## src/rtl/ld_pkg.sv

```systemverilog
// Shared types and constants for the left-to-right double-and-add scalar multiplier.
package ld_pkg;

  typedef struct packed {
    logic [3:0] z;
    logic [3:0] y;
    logic [3:0] x;
  } ld_point_t;

  localparam logic [1:0]  LD_OP_ADD = 2'b00;
  localparam logic [1:0]  LD_OP_DBL = 2'b01;
  localparam logic [11:0] LD_INF    = 12'h010;

  typedef enum logic [2:0] {
    LD_IDLE = 3'd0,
    LD_SCAN = 3'd1,
    LD_DBL  = 3'd2,
    LD_ADD  = 3'd3,
    LD_FIN  = 3'd4
  } ld_state_t;

  function automatic logic ld_is_busy(input ld_state_t st);
    return (st == LD_SCAN) || (st == LD_DBL) || (st == LD_ADD);
  endfunction

endpackage

```

## src/rtl/ld_scalar_mult.sv

```systemverilog
// Scalar multiplier Q = k*P sequencing an external point ALU (double-and-add, MSB first).
// Define LD_SCALAR_CONST_TIME_EN for the fixed-latency DBL/ADD-per-bit schedule.
module ld_scalar_mult
  import ld_pkg::*;
#(
  parameter int K_W = 4
) (
  input  logic           clk,
  input  logic           reset,
  input  logic           start,
  input  logic [K_W-1:0] k,
  input  logic [11:0]    p,
  output logic           busy,
  output logic           done,
  output logic [11:0]    q,
  output logic [1:0]     alu_op,
  output logic [11:0]    alu_a,
  output logic [11:0]    alu_b,
  input  logic [11:0]    alu_r
);

  localparam int I_W = (K_W > 1) ? $clog2(K_W) : 1;
  localparam logic [I_W-1:0] I_TOP  = I_W'(K_W - 1);
  localparam logic [I_W-1:0] I_ONE  = I_W'(1);
  localparam logic [I_W-1:0] I_ZERO = I_W'(0);

  ld_state_t      state_r, state_nxt_s;
  logic [I_W-1:0] i_r, i_nxt_s;
  logic [K_W-1:0] k_reg_r, k_reg_nxt_s;
  ld_point_t      p_reg_r, p_reg_nxt_s;
  ld_point_t      q_acc_r, q_acc_nxt_s;
  logic           bit_s, last_s;

  logic           busy_nxt_s, done_nxt_s;
  logic [11:0]    q_nxt_s, alu_a_nxt_s, alu_b_nxt_s;
  logic [1:0]     alu_op_nxt_s;

`ifdef LD_SCALAR_CONST_TIME_EN
  logic           started_r, started_nxt_s;
  ld_point_t      dummy_r, dummy_nxt_s;
`endif

  assign bit_s  = k_reg_r[i_r];
  assign last_s = (i_r == I_ZERO);

  // State register
  always_ff @(posedge clk) begin
    if (reset) begin
      state_r <= LD_IDLE;
    end else begin
      state_r <= state_nxt_s;
    end
  end

  // Next-state and datapath next values
  always_comb begin
    state_nxt_s = state_r;
    i_nxt_s     = i_r;
    k_reg_nxt_s = k_reg_r;
    p_reg_nxt_s = p_reg_r;
    q_acc_nxt_s = q_acc_r;
`ifdef LD_SCALAR_CONST_TIME_EN
    started_nxt_s = started_r;
    dummy_nxt_s   = dummy_r;
    case (state_r)
      LD_IDLE: begin
        if (start) begin
          k_reg_nxt_s   = k;
          p_reg_nxt_s   = p;
          i_nxt_s       = I_TOP;
          q_acc_nxt_s   = LD_INF;
          started_nxt_s = 1'b0;
          state_nxt_s   = LD_DBL;
        end else begin
          state_nxt_s = LD_IDLE;
        end
      end
      LD_DBL: begin
        if (started_r) begin
          q_acc_nxt_s = alu_r;
        end else begin
          dummy_nxt_s = alu_r;
        end
        state_nxt_s = LD_ADD;
      end
      LD_ADD: begin
        // The first set bit seeds the accumulator; the ALU result of that slot is thrown away.
        if (bit_s && started_r) begin
          q_acc_nxt_s = alu_r;
        end else if (bit_s) begin
          q_acc_nxt_s   = p_reg_r;
          started_nxt_s = 1'b1;
          dummy_nxt_s   = alu_r;
        end else begin
          dummy_nxt_s = alu_r;
        end
        if (last_s) begin
          state_nxt_s = LD_FIN;
        end else begin
          i_nxt_s     = i_r - I_ONE;
          state_nxt_s = LD_DBL;
        end
      end
      LD_FIN:  state_nxt_s = LD_IDLE;
      default: state_nxt_s = LD_IDLE;
    endcase
`else
    case (state_r)
      LD_IDLE: begin
        if (start) begin
          k_reg_nxt_s = k;
          p_reg_nxt_s = p;
          i_nxt_s     = I_TOP;
          state_nxt_s = LD_SCAN;
        end else begin
          state_nxt_s = LD_IDLE;
        end
      end
      LD_SCAN: begin
        if (bit_s) begin
          q_acc_nxt_s = p_reg_r;
          if (last_s) begin
            state_nxt_s = LD_FIN;
          end else begin
            i_nxt_s     = i_r - I_ONE;
            state_nxt_s = LD_DBL;
          end
        end else if (last_s) begin
          q_acc_nxt_s = LD_INF;
          state_nxt_s = LD_FIN;
        end else begin
          i_nxt_s = i_r - I_ONE;
        end
      end
      LD_DBL: begin
        q_acc_nxt_s = alu_r;
        if (bit_s) begin
          state_nxt_s = LD_ADD;
        end else if (last_s) begin
          state_nxt_s = LD_FIN;
        end else begin
          i_nxt_s = i_r - I_ONE;
        end
      end
      LD_ADD: begin
        q_acc_nxt_s = alu_r;
        if (last_s) begin
          state_nxt_s = LD_FIN;
        end else begin
          i_nxt_s     = i_r - I_ONE;
          state_nxt_s = LD_DBL;
        end
      end
      LD_FIN:  state_nxt_s = LD_IDLE;
      default: state_nxt_s = LD_IDLE;
    endcase
`endif
  end

  // Output next values, decoded from the upcoming state so every output is a flop
  always_comb begin
    busy_nxt_s   = ld_is_busy(state_nxt_s);
    done_nxt_s   = (state_nxt_s == LD_FIN);
    q_nxt_s      = q;
    alu_op_nxt_s = LD_OP_ADD;
    alu_a_nxt_s  = 12'h000;
    alu_b_nxt_s  = 12'h000;
    case (state_nxt_s)
      LD_DBL: begin
        alu_op_nxt_s = LD_OP_DBL;
        alu_a_nxt_s  = q_acc_nxt_s;
      end
      LD_ADD: begin
        alu_op_nxt_s = LD_OP_ADD;
        alu_a_nxt_s  = q_acc_nxt_s;
        alu_b_nxt_s  = p_reg_nxt_s;
      end
      LD_FIN:  q_nxt_s = q_acc_nxt_s;
      default: q_nxt_s = q;
    endcase
  end

  // Datapath registers
  always_ff @(posedge clk) begin
    if (reset) begin
      i_r     <= I_ZERO;
      k_reg_r <= {K_W{1'b0}};
      p_reg_r <= 12'h000;
      q_acc_r <= 12'h000;
`ifdef LD_SCALAR_CONST_TIME_EN
      started_r <= 1'b0;
      dummy_r   <= 12'h000;
`endif
    end else begin
      i_r     <= i_nxt_s;
      k_reg_r <= k_reg_nxt_s;
      p_reg_r <= p_reg_nxt_s;
      q_acc_r <= q_acc_nxt_s;
`ifdef LD_SCALAR_CONST_TIME_EN
      started_r <= started_nxt_s;
      dummy_r   <= dummy_nxt_s;
`endif
    end
  end

  // Output registers
  always_ff @(posedge clk) begin
    if (reset) begin
      busy   <= 1'b0;
      done   <= 1'b0;
      q      <= 12'h000;
      alu_op <= LD_OP_ADD;
      alu_a  <= 12'h000;
      alu_b  <= 12'h000;
    end else begin
      busy   <= busy_nxt_s;
      done   <= done_nxt_s;
      q      <= q_nxt_s;
      alu_op <= alu_op_nxt_s;
      alu_a  <= alu_a_nxt_s;
      alu_b  <= alu_b_nxt_s;
    end
  end

endmodule

```

## config.mk

```make
export PLATFORM = sky130hd
export DESIGN_NAME = ld_scalar_mult
export DESIGN_NICKNAME = d
export VERILOG_FILES = /design/src/rtl/ld_pkg.sv /design/src/rtl/ld_scalar_mult.sv
export SDC_FILE = /design/constraint.sdc
export NUM_CORES = 1
export LEC_CHECK = 0
export BUFFER_PORTS_ARGS = -buffer_cell sky130_fd_sc_hd__buf_2
export CAP_MARGIN = 20
export CORE_MARGIN = 2
export CORE_UTILIZATION = 29
export DETAILED_ROUTE_END_ITERATION = 16
export RECOVER_POWER = 50
export SLEW_MARGIN = 20
export SYNTH_ARGS = -nofsm -noshare
export SYNTH_HDL_FRONTEND = slang
export SYNTH_SLANG_ARGS = --single-unit
export TNS_END_PERCENT = 30
```

## constraint.sdc

```tcl
create_clock -name clk -period 2.3 [get_ports clk]
set_input_delay 0.23 -clock clk [delete_from_list [all_inputs] [get_ports clk]]
set_output_delay 0.23 -clock clk [all_outputs]
set_load 0.05 [all_outputs]
```

==> results of run 1 <==
==> worst max-delay path, delay by kind of cell, from the launching register on <==
family          cells  cell delay [ps]
simple gates        1              580
mux                 2              860
flops               1              350
compound gates      2              410
==> sequential cells by signal, summed over array words and instances, names as in the netlist <==
| name | cells |
|---|---|
| busy | 1 |
| i_r | 2 |
| done | 1 |
| k_reg_r | 4 |
| p_reg_r | 12 |
| alu_op | 1 |
| alu_a | 12 |
| q | 12 |
| q_acc_r | 12 |
| state_r | 3 |
| alu_b | 12 |
==> per-stage QoR <==
step	power [mW]	cell area, um^2	std cells
floorplan	1.62	2640	251
global placement	1.73	3110	419
detailed placement	1.73	3110	419
CTS	2.84	3330	435
global route	2.95	3320	437
finish	2.82	3320	437
==> routing by layer <==
metal  track usage  share of wire
met5             0              0
met1         0.184           0.46
met3        0.0387          0.072
met4        0.0443         0.0046
met2         0.203           0.46
==> layout make-up <==
type | instances | area [um^2] | area share
Multi-Input combinational cell | 159 | 1130 | 0.341
Inverter | 3 | 11.3 | 0.00339
Timing Repair Buffer | 79 | 373 | 0.112
Tap cell | 108 | 135 | 0.0407
Sequential cell | 72 | 1440 | 0.435
Clock buffer | 11 | 141 | 0.0426
Clock inverter | 5 | 80.1 | 0.0241
==> placed cells by master (no fill, tap or decap), types with 2 or more instances in the layout <==
cell and instances:
a21oi_1 2, a222oi_1 12, buf_2 30, buf_4 6, bufinv_16 2, clkbuf_1 41, clkbuf_8 10, clkinvlp_4 2
dfxtp_1 70, dfxtp_2 2, inv_1 3, mux2_2 3, mux2_4 10, mux2i_1 16, nand2_1 3, nand2b_1 3
nor2_1 48, nor2b_1 15, nor3_1 15, nor3b_1 2, o21a_1 3, o21ai_0 2, or4_4 2
==> what timing repair did <==
item	4_1_cts	5_1_grt
hold buffers	0	0
pin swaps	0	4
setup endpoints to repair	12	15
gates cloned	0	2
resized for setup	0	10
==> cell families (layout without fill, tap and decap cells) <==
family | Yosys count | in the layout | share of synthesized area
fa+ha+maj | 2 | 2 | 0.00950
simple gates | 98 | 99 | 0.184
flops | 72 | 72 | 0.548
compound gates | 27 | 27 | 0.0837
buf+inv | 21 | 98 | 0.0347
other cells | 1 | 1 | 0.00142
mux | 30 | 30 | 0.139
==> power by group through the flow <==
stage	clock network (mW)	logic (mW)	registers, mW
2_1_floorplan	0	0.256	1.36
3_3_place_gp	0	0.366	1.36
3_5_place_dp	0	0.373	1.36
4_1_cts	1.13	0.376	1.33
5_1_grt	1.18	0.430	1.34
6_report	1.10	0.391	1.33
==> worst paths after layout <==
kind,cells past startpoint,end
min,3,k_reg_r[2]
min reg2reg,2,alu_a[5]
max,5,q[8]
max reg2reg,5,q[8]
==> results.ini, run 1 <==
[grt]
grt_use_total = 0.134
gr-total-overflow = 0
grt_pass1_wl_um = 10200
antenna_found_initial = 0
number_of_global_route_vias_before_repair = 1993
grt_start_max_net_pins = 30

[clocking]
htree_num_levels = 3
cts.root.buffer_cell = clkbuf_8
tritoncts.num_buffers = 9
post_cts_buffers = 0
insertion_delay_ps = 340
clk_pin_slew_worst_paths_ps = 70
cts.sink_count = 72
tritoncts_clock_tree = built
cts.path.max_buffers = 2

[floorplan]
num_rows = 34
die_y_um = 99.3
dieArea_mm2 = 0.00986
starting_density = 0.300
fp.dieW_um = 99.3
floorplan.io_pins = 71
core_area_mm2 = 0.00876

[routing]
drc_errors = 0
postRouteWirelength_um = 6550
post_drt_wl_per_cell_um = 15.0
drt-initial-drc-count = 144
routed-via-count = 2088
ant_nets = 0
detailedRoute.firstPassIterationCount = 4
routed_via_density = 4.78

[synth]
synth_flop_cell = dfxtp_1
synth_most_common_cell = dfxtp_1
synth_enable_flop_cells = 0
netlist.top_cell.by_area = dfxtp_1
asyncSetResetFlopFracSynth = 0
syn_nets = 284
synth_top_cell_area_share = 0.548
syn_avg_cell_area_um2 = 10.5
synth-warning-count = 0
ys_top_cells_by_area = dfxtp_1, nor2_1, mux2i_1
post_synth_num_cell_types = 38
synth_seq_cells = 72
post_synth_inst_count = 251
synth-seq-area-share = 0.548
synth.top_cells.by_count = dfxtp_1, nor2_1, mux2i_1, nor3_1
post_synth_instance_area_mm2 = 0.00263

[sta]
final_critical_path_setup_slack_ps = -12.2
report.final.hold_viol_count = 0
post_route_fraction_of_the_period_consumed_by_the_critical_path = 1.01
final.setup_skew_ps = 10.0
final_number_of_setup_violating_endpoints = 6
achievable-frequency_ghz = 0.432
max-slew-margin-rel = 0.401
slew_viol_final = 0
finalHoldWorstSlack_ps = 132
period_needed_ps = 2310
sum_of_negative_setup_slack_ps = -49.9
timing_worst_slew_pin_value_ps = 896
grt_setup_unrepaired = yes

[setup_path]
cp_slowest_stage_delay_ps = 580
worstPathCellList = mux4_2, o21a_1, a21o_1, or4_4, mux2_4
cp.arrival_ps = 2540
crit_path_start = i_r[0]
cp_data_required_time_ps = 2520
cp-start-kind = flop
critical_path.endpoint_type = flop
timing.critical_path.fanout_max = 6
critical_path_class = reg -> reg
regToRegSetupSlack_ps = -10
timing.rr.start = i_r[0]
critPathSlowestCell = or4_4

[power]
combinationalPowerShare = 0.139
netSwitchingPower_mw = 0.728
power.clock.fraction = 0.388
netSwitchingFraction = 0.258
power.sequential.fraction = 0.473
vdd_drop_max_uv = 335
power_density_of_the_placed_cells_mw_per_mm2 = 850
p_leak_nw = 1.32
internal_power_mw = 2.09

[place]
globalplace.congestion = 0.808
place_ws_ps = -12.5
port_buffers = 69
dp.final_hpwl_um = 4570

[job]
max-cap-violations = 0

[min_path]
worstHoldStart = k[2]
hold_class = in -> reg

[run_status]
violations = negative setup slack
run_status = finished, violations left

[final_layout]
diodes_inserted = 0
syn2layout_area_growth_pct = 26.0
final_util = 0.378
num-fill-cells = 893
finish.net_count = 357
layout-drive-gt1-share = 0.249

(Power assumes the default switching activity.)
==> run 2: changes to the inputs <==
--- a/config.mk
+++ b/config.mk
@@ -5,6 +5,7 @@
 export SDC_FILE = /design/constraint.sdc
 export NUM_CORES = 1
 export LEC_CHECK = 0
+export ABC_AREA = 1
 export BUFFER_PORTS_ARGS = -buffer_cell sky130_fd_sc_hd__buf_2
 export CAP_MARGIN = 20
 export CORE_MARGIN = 2
==> run 2 against run 1 <==
The run now ends clean. Global-route usage is 0.66 points higher. Register-to-register slack better by 340 ps. Clock skew is 3.7 ps lower. Critical endpoint is now alu_b[5]. Largest power group unchanged.
==> results.ini, run 2 <==
[setup_path]
critical_path_class = reg -> reg
critical_path.endpoint_type = flop
cp.arrival_ps = 2190
delay_heaviest_family_cp = buffers and inverters
critPathSlowestCell = clkbuf_1
cp_slowest_stage_delay_ps = 700
timing.critical_path.fanout_max = 13
cp_data_required_time_ps = 2520
worstPathCellList = nor3_1, nand2_1, clkbuf_1, mux2i_1, nor2_1
cp-start-kind = flop
critPathBufInv = 1

[routing]
post_drt_wl_per_cell_um = 12.6
drt-initial-drc-count = 157
drc_errors = 0
ant_nets = 0
postRouteWirelength_um = 6990
routed_via_density = 4.28
routed-via-count = 2376
detailedRoute.firstPassIterationCount = 6

[synth]
syn_nets = 385
synth_top_cell_area_share = 0.506
synth_seq_cells = 72
asyncSetResetFlopFracSynth = 0
post_synth_inst_count = 352
synth_most_common_cell = nor2_1
ys_top_cells_by_area = dfxtp_1, nor2_1, nand2_1
synth_top_family_by_area = simple AND/OR/NAND/NOR gates
synth.top_cells.by_count = nor2_1, dfxtp_1, nand2_1
synth-warning-count = 0
synth_simple_gate_area_share = 0.237
post_synth_instance_area_mm2 = 0.00285
post_synth_num_cell_types = 27
yosys-mux-area-fraction = 0.0387
netlist.top_cell.by_area = dfxtp_1
synth_enable_flop_cells = 0
synth_compound_area_frac = 0.118
post_synth_fa_ha_maj_area_fraction = 0.00879
synth_xor_xnor_area_share = 0
syn_avg_cell_area_um2 = 8.09
synth_flop_cell = dfxtp_1
synth-seq-area-share = 0.506

[grt]
antenna_found_initial = 0
grt_pass1_wl_um = 11300
gr-total-overflow = 0
grt_use_total = 0.140
grt_start_max_net_pins = 26
number_of_global_route_vias_before_repair = 2295

[final_layout]
finish.net_count = 450
layout.cells.most_common_list = nor2_1, dfxtp_1, clkbuf_1
syn2layout_area_growth_pct = 18.9
stdcell_area_mm2 = 0.00339
diodes_inserted = 0
commonest_non_fill_non_tap_cell_in_the_layout = nor2_1
layout-drive-gt1-share = 0.185

[power]
internal_power_mw = 1.96
power_density_of_the_placed_cells_mw_per_mm2 = 884
combinationalPowerShare = 0.243
netSwitchingPower_mw = 1.03
p_leak_nw = 1.48
power.clock.fraction = 0.289
power.sequential.fraction = 0.469
netSwitchingFraction = 0.345
vdd_drop_max_uv = 357

[floorplan]
die_y_um = 103
core_area_mm2 = 0.00964
dieArea_mm2 = 0.0106
floorplan.io_pins = 71
num_rows = 36
fp.dieW_um = 103
starting_density = 0.295

[sta]
post_route_fraction_of_the_period_consumed_by_the_critical_path = 0.857
report.final.hold_viol_count = 0
sum_of_negative_setup_slack_ps = 0
timing_worst_slew_pin_value_ps = 879
achievable-frequency_ghz = 0.508
period_needed_ps = 1970
max-slew-margin-rel = 0.414
final_number_of_setup_violating_endpoints = 0
grt_setup_unrepaired = no
final.setup_skew_ps = 6.35
slew_viol_final = 0

[clocking]
tritoncts.num_buffers = 9
htree_num_levels = 3
cts_resized = 0
cts.sink_count = 72
insertion_delay_ps = 350
clk_pin_slew_worst_paths_ps = 70
post_cts_buffers = 0
cts_hold_buf = 0
cts.root.buffer_cell = clkbuf_8
cts.path.max_buffers = 2
tritoncts_clock_tree = built

[job]
max-cap-violations = 0

[run_status]
run_status = finished, final reports clean

[place]
placedInstanceArea_mm2 = 0.00328
globalplace.congestion = 0.799
dp.final_hpwl_um = 5010
port_buffers = 69

[min_path]
hold_class = in -> reg

[run 2: cell types whose count changed in the layout (fill, tap and decap cells not counted), moves of 5 or more]
| cell | previous run | this run |
|---|---|---|
| a21oi_1 | 2 | 14 |
| a222oi_1 | 12 | 0 |
| a22oi_1 | 0 | 12 |
| inv_1 | 3 | 36 |
| mux2_4 | 10 | 0 |
| mux2i_1 | 16 | 11 |
| nand2_1 | 3 | 40 |
| nand2_2 | 0 | 5 |
| nor2_1 | 48 | 76 |
| nor2_2 | 0 | 13 |
| nor2b_1 | 15 | 0 |
| nor3_1 | 15 | 2 |
| o21ai_0 | 2 | 27 |
| o21ai_1 | 0 | 5 |
[run 2: path summary, 6_finish.rpt]
check,startpoint,end,cells past startpoint,slack [ps]
worst max-delay path,state_r[2],alu_b[5],5,330
worst min-delay path,p[8],alu_b[8],3,150
worst max register to register,state_r[2],alu_b[5],5,330
worst min register to register,k_reg_r[3],k_reg_r[3],2,510
[run 2: power by group through the flow]
stage	clock network, mW	logic [mW]	registers (mW)
after floorplan	0	0.474	1.53
after global placement	0	0.733	1.43
after detailed placement	0	0.738	1.43
after CTS	0.895	0.741	1.40
after global routing	0.950	0.820	1.41
final	0.864	0.726	1.40
[run 2: layer usage]
metal | up-vias | GRT usage | routed length (um)
met1 | 1061 | 0.186 | 3340
li1 | 1232 | - | -
met4 | 0 | 0.0334 | 73
met3 | 7 | 0.0495 | 495
met5 | - | 0 | 0
met2 | 76 | 0.220 | 3080
[run 2: worst register-to-register path, stage by stage (launching register included)]
cell	delay (ps)
dfxtp_1	440
nor3_1	90
nand2_1	220
clkbuf_1	700
mux2i_1	330
nor2_1	60
[run 2: cell type report]
type	instances	area, um^2
tap	133	166
multi-input combinational	222	1150
fill	1098	6250
inverter	40	150
timing repair buffer	72	315
clock buffer	12	145
sequential	72	1440
clock inverter	4	20.0
[run 2: through the flow]
step / worst slack (ps) / hold slack (ps) / total power [mW] / std cells / utilization
final: 330 / 147 / 2.99 / 555 / 0.351
after global routing: 157 / 138 / 3.18 / 555 / 0.351
after CTS: 341 / 129 / 3.04 / 555 / 0.357
after detailed placement: 362 / 495 / 2.17 / 539 / 0.340
after global placement: 432 / 482 / 2.16 / 539 / 0.340
after floorplan: 673 / 393 / 2.01 / 352 / -
[run 2: cell families (layout without fill, tap and decap cells)]
| family | after synthesis | in the layout |
|---|---|---|
| and+or+nand+nor | 148 | 148 |
| AOI/OAI and AO/OA | 60 | 60 |
| buffers and inverters | 58 | 128 |
| other | 1 | 1 |
| muxes | 11 | 11 |
| adders and majority gates | 2 | 2 |
| DFF | 72 | 72 |
